$ cat src/rtl/reg_scoreboard_pkg.sv
// Shared scoreboard types and constants: register geometry, outstanding-op
// capacity, hazard classification and the destination one-hot decode.
package reg_scoreboard_pkg;

  localparam int unsigned SB_REG_BITS  = 5;
  localparam int unsigned SB_NUM_REGS  = 32;
  localparam int unsigned SB_MAX_OUTST = 4;
  localparam int unsigned SB_CNT_BITS  = $clog2(SB_MAX_OUTST + 1);

  // Reason the ID stage is held; first match wins when several apply
  typedef enum logic [2:0] {
    HZ_NONE,
    HZ_RAW,
    HZ_WAW,
    HZ_LOADUSE,
    HZ_FULL
  } sb_hazard_e;

  function automatic logic [SB_NUM_REGS-1:0] sb_onehot(input logic [SB_REG_BITS-1:0] addr);
    logic [SB_NUM_REGS-1:0] vec;
    vec       = '0;
    vec[addr] = 1'b1;
    return vec;
  endfunction

endpackage

$ cat src/rtl/reg_scoreboard.sv
// Tracks destinations of in-flight long-latency ops and stalls ID on RAW, WAW,
// load-use and capacity hazards; completions are bypassed into the same cycle.
module reg_scoreboard
  import reg_scoreboard_pkg::*;
#(
  parameter int unsigned REG_BITS  = SB_REG_BITS,
  parameter int unsigned NUM_REGS  = SB_NUM_REGS,
  parameter int unsigned MAX_OUTST = SB_MAX_OUTST,
  localparam int unsigned CNT_BITS = $clog2(MAX_OUTST + 1)
) (
  input  logic                clk_i,
  input  logic                rst_ni,
  input  logic                id_valid_i,
  input  logic [REG_BITS-1:0] id_rs1_addr_i,
  input  logic                id_rs1_use_i,
  input  logic [REG_BITS-1:0] id_rs2_addr_i,
  input  logic                id_rs2_use_i,
  input  logic [REG_BITS-1:0] id_rd_addr_i,
  input  logic                id_reg_wr_i,
  input  logic                id_long_i,
  input  logic                flush_i,
  input  logic                exe_load_i,
  input  logic [REG_BITS-1:0] exe_rd_addr_i,
  input  logic                cpl_valid_i,
  input  logic [REG_BITS-1:0] cpl_rd_addr_i,
  output logic                stall_o,
  output logic                issue_o,
  output logic [NUM_REGS-1:0] pending_o,
  output logic [CNT_BITS-1:0] outst_cnt_o,
  output logic                err_o
);

  logic [NUM_REGS-1:0] pending_q, pending_d, eff_pend;
  logic [CNT_BITS-1:0] cnt_q, cnt_d, eff_cnt;
  logic                err_q, err_d;
  logic                cpl_ok, trk;
  logic                raw_hz, waw_hz, lu_hz, full_hz;
  sb_hazard_e          hazard_cause;

  // Completion bypass: a retiring op frees its register and slot this cycle
  always_comb begin
    cpl_ok   = cpl_valid_i && (cpl_rd_addr_i != '0) && pending_q[cpl_rd_addr_i];
    eff_pend = pending_q;
    if (cpl_ok) eff_pend[cpl_rd_addr_i] = 1'b0;
    eff_cnt  = cnt_q - CNT_BITS'(cpl_ok);
  end

  // Hazard detection against bypassed state and the instruction in EXE
  always_comb begin
    raw_hz  = (id_rs1_use_i && (id_rs1_addr_i != '0) && eff_pend[id_rs1_addr_i]) ||
              (id_rs2_use_i && (id_rs2_addr_i != '0) && eff_pend[id_rs2_addr_i]);
    waw_hz  = id_reg_wr_i && (id_rd_addr_i != '0) && eff_pend[id_rd_addr_i];
    lu_hz   = exe_load_i && (exe_rd_addr_i != '0) &&
              ((id_rs1_use_i && (id_rs1_addr_i == exe_rd_addr_i)) ||
               (id_rs2_use_i && (id_rs2_addr_i == exe_rd_addr_i)));
    full_hz = id_long_i && id_reg_wr_i && (eff_cnt == CNT_BITS'(MAX_OUTST));

    hazard_cause = HZ_NONE;
    if (id_valid_i && !flush_i) begin
      if (raw_hz)       hazard_cause = HZ_RAW;
      else if (waw_hz)  hazard_cause = HZ_WAW;
      else if (lu_hz)   hazard_cause = HZ_LOADUSE;
      else if (full_hz) hazard_cause = HZ_FULL;
    end

    stall_o = (hazard_cause != HZ_NONE);
    issue_o = id_valid_i && !flush_i && !stall_o;
  end

  // Next-state: tracked issues claim a bit and a slot; bad completions latch an error
  always_comb begin
    trk       = issue_o && id_long_i && id_reg_wr_i && (id_rd_addr_i != '0);
    pending_d = eff_pend;
    if (trk) pending_d = eff_pend | NUM_REGS'(sb_onehot(SB_REG_BITS'(id_rd_addr_i)));
    cnt_d     = eff_cnt + CNT_BITS'(trk);
    err_d     = err_q || (cpl_valid_i && !cpl_ok);
  end

  always_ff @(posedge clk_i or negedge rst_ni) begin
    if (!rst_ni) begin
      pending_q <= '0;
      cnt_q     <= '0;
      err_q     <= 1'b0;
    end else begin
      pending_q <= pending_d;
      cnt_q     <= cnt_d;
      err_q     <= err_d;
    end
  end

  assign pending_o   = pending_q;
  assign outst_cnt_o = cnt_q;
  assign err_o       = err_q;

endmodule

$ cat config.mk
export PLATFORM = sky130hd
export DESIGN_NAME = reg_scoreboard
export DESIGN_NICKNAME = d
export VERILOG_FILES = /design/src/rtl/reg_scoreboard_pkg.sv /design/src/rtl/reg_scoreboard.sv
export SDC_FILE = /design/constraint.sdc
export NUM_CORES = 1
export LEC_CHECK = 0
export BUFFER_PORTS_ARGS = -buffer_cell sky130_fd_sc_hd__buf_2
export CORE_ASPECT_RATIO = 1.25
export CORE_UTILIZATION = 35
export DETAILED_ROUTE_END_ITERATION = 6
export PLACE_DENSITY_LB_ADDON = 0.25
export SLEW_MARGIN = 20
export SYNTH_ARGS = -nofsm -noshare
export SYNTH_HDL_FRONTEND = slang
export SYNTH_SLANG_ARGS = --single-unit
$ cat constraint.sdc
create_clock -name clk_i -period 6.8 [get_ports clk_i]
set_clock_uncertainty 0.15 [all_clocks]
set_input_delay 0.68 -clock clk_i [delete_from_list [all_inputs] [get_ports clk_i]]
set_output_delay 0.68 -clock clk_i [all_outputs]
set_load 0.02 [all_outputs]
==> metrics.md <==
| Metric | Value |
|---|---|
| Status | `finished clean` |
| PD cells | `~180 mW/mm²` |
| TritonCTS Sinks | `36` |
| Worst-skew pair later-pin latency | `0.29 ns` |
| Overall global routing resource usage | `between 30 and 40%` |
| Routed WL per cell | `approximately 25 µm` |
| Reg power frac | `~34%` |
| Clock share of power | `31.1%` |
| Drt drc | `0` |
| Switching share of power | `38.79%` |
| Final Cycle Share | `~83%` |
| Site row count | `42` |
| Post-synthesis adder-cell area fraction | `~1.3%` |
| Mapped Area | `~0.0038 mm²` |
| Remaining Overflow, GRT | `0` |
| Buffers inserted by post-CTS timing repair | `0` |
| Worst vdd ir | `around 120 µV` |
| Max Freq | `0.1782 GHz` |
| Max-slew headroom | `between 40% and 50%` |
| Slew Limit Fails | `0` |
| H-tree depth | `2` |
| Post-Syn Nets | `around 520` |
| CTS tree | `done` |
| I/O pins | `73` |
| Power Internal | `roughly 0.00047 W` |
| Main combinational cell family by area after synthesis | `compound AO/OA/AOI/OAI gates` |
| Hold Path Class | `primary input to async pin` |
| Fraction of synthesized area in multiplexers | `~9%` |
| Initial Util | `35.82%` |
| Crit start category | `primary input` |
| RSZ-0062 raised after global routing | `false` |
| Placeable Area | `approximately 0.011 mm²` |
| Worst-margin pin slew | `between 0.8 and 0.9 ns` |
| Routed Antenna Nets | `0` |
| Xor/xnor cell area share of the yosys netlist | `about 3.0%` |
| Number of nets in the layout | `roughly 560` |
| Layout Area Growth over Synthesis | `13.43%` |
| Layout cell share with drive strength beyond 1 | `20.42%` |
| Die W | `~95 µm` |
| FF+latch count, synth | `36` |
| Crit-path max FO | `between 50 and 60` |
| P_sw | `0.0002948 W` |
| Post-CTS Resized | `0` |
| Count leader, synth | `nand2_1` |
| Leakage | `~1.7 nW` |
| Ranking of synthesized cells by area | `dfrtp_1 24%, nand4_1 5.6%, mux2i_1 5.3%` |
| Final min period | `5.612 ns` |
| Area leader, netlist | `dfrtp_1` |
| Largest net degree at the start of global routing | `between 50 and 60` |
| Mean Syn Cell Area | `between 7 and 8 µm²` |
| Placed wire-length estimate | `roughly 12 mm` |
| Compound-cell area share of the yosys netlist | `30.22%` |
| Synth cell count leaders | `37 x nand2_1, 36 x dfrtp_1, 34 x nand4_1` |
| Main synth FF type | `dfrtp_1` |
| Post-Syn Instances | `about 480` |
| CP Capture Type | `primary output` |
| First-pass GRT wire length | `25.03 mm` |
| Crit path arrival time | `between 4 and 5 ns` |
| Core occupancy in the finished layout | `between 40% and 50%` |
| Gpl congestion | `0.9834` |
| FFs w/ async S/R, synth | `100.0%` |
| Initial antenna violation count | `0` |
| Endpoints failing setup | `0` |
| Library cells used by synthesis | `slightly below 70` |
| Die Span Y | `118.2 µm` |
| Antenna Cells | `0` |
| WP data required | `5.97 ns` |
| Max-Cap Viols | `0` |
| TNS Setup | `0 ns` |
| Post-synth EDFFs | `0` |
| Die area | `0.01123 mm²` |
| Via count | `between 4000 and 5000` |
| Port bufs | `72` |
| Number of global-route vias before repair | `around 4100` |
| Seq/Total Area, Yosys | `a little under a quarter` |
| Final wirelength | `~17 mm` |
| Clock-pin slew on the worst setup and hold paths | `0.06 ns` |
| Gate power share | `between 30 and 40%` |
| Iter 0 DRT Violations | `between 500 and 600` |
| Final hold violation count | `0` |
| Simple-Gate Fraction of Synth Area | `24.87%` |
| Vias/cell | `6.773` |
| 1st-pass router iterations | `5` |
| Area share of the largest cell type after synthesis | `a little under a quarter` |
| Hold buffer count at cts | `0` |
| Setup CP Type | `primary input to primary output` |
| Cts bufs inserted | `5` |
| CTS root buf | `clkbuf_16` |
| Syn. warnings | `0` |
| Clock Tree Buf Depth | `2` |
registers in the layout (all words and copies together) (netlist names):
signal / count
outst_cnt_o: 3
err_o: 1
pending_o: 32
cell usage in the layout (no fill, tap or decap), types with 3 or more instances in the layout:
master / count
xnor2_1: 5
clkbuf_16: 5
or3_1: 3
and3_1: 5
mux2i_1: 20
o21ai_1: 28
nand4_1: 34
o2111ai_1: 5
ha_1: 4
mux2_2: 4
a211oi_1: 4
nor2b_1: 8
nand2b_1: 8
buf_2: 72
inv_1: 10
nand3_1: 12
dfrtp_1: 36
o311ai_0: 5
mux4_2: 4
a31oi_1: 4
nand2_1: 37
nor4_1: 5
nand3b_1: 4
or2_2: 3
o31ai_1: 18
xor2_1: 8
nor2_1: 29
o22ai_1: 15
and2_1: 7
o21ai_0: 31
o221ai_1: 4
a21oi_1: 6
or3b_1: 3
o211ai_1: 10
nor3_1: 10
o32ai_1: 5
buf_4: 10
a2111oi_0: 3
path summary, 6_finish.rpt:
check	start	to	slack, ns	cells past startpoint
max reg2reg	pending_o[16]	outst_cnt_o[2]	2.25	15
min reg2reg	err_o	err_o	0.32	1
max	cpl_rd_addr_i[1]	issue_o	1.19	13
min	rst_ni	pending_o[13]	0.31	1
min in group clk_i	err_o	err_o	0.32	1
max in group asynchronous	rst_ni	pending_o[30]	5.64	1
cells by family after synthesis:
kind of cell               Yosys count
and+or+nand+nor                    176
muxes                               28
DFF                                 36
adders and majority gates            4
xor gates and xnor gates            13
AOI/OAI and AO/OA                  166
buffers and inverters               61
stage by stage:
step | cell area, µm² | total power [W] | hold slack [ns] | worst slack, ns | std cells
2_1_floorplan | 3784 | 0.0004289 | 0.2344 | 1.747 | 484
3_3_place_gp | 4141 | 0.0005208 | 0.3012 | 1.411 | 648
3_5_place_dp | 4141 | 0.0005209 | 0.3078 | 1.257 | 648
4_1_cts | 4292 | 0.0007585 | 0.3217 | 1.248 | 656
5_1_grt | 4292 | 0.0007919 | 0.3232 | 0.9631 | 656
6_report | 4292 | 0.0007600 | 0.3147 | 1.188 | 656
power by group through the flow:
stage          combinational (W)  sequential [W]  clock (W)
4_1_cts                 0.000258        0.000260   0.000240
2_1_floorplan           0.000150        0.000279          0
5_1_grt                 0.000284        0.000262   0.000246
3_5_place_dp            0.000257        0.000264          0
3_3_place_gp            0.000256        0.000264          0
6_report                0.000263        0.000261   0.000236
metal layers:
metal	GRT usage [%]	part of all wire, %	vias to the layer above
li1	-	-	1958
met4	17.52	5.7	0
met5	0	0	-
met3	4.569	9.0	65
met1	39.98	40	2107
met2	45.77	45	313
final cells by class:
type	instances	area, µm²
Sequential cell	36	900.9
Timing Repair Buffer	82	435.4
Tap cell	132	165.2
Inverter	11	41.29
Fill cell	1117	6271
Clock buffer	7	142.6
Multi-Input combinational cell	387	2599
Clock inverter	1	7.507
worst max-delay path, cell delays in order:
cell and delay (ns):
buf_2 0.48, mux2_2 0.41, a2111oi_0 0.45, o22a_1 0.24
buf_4 0.45, o21ai_0 0.30, a221oi_1 0.32, a21boi_0 0.54
o311ai_4 0.28, buf_4 0.29, inv_2 0.09, nor3_2 0.04
buf_2 0.16
(Power assumes the default switching activity.)
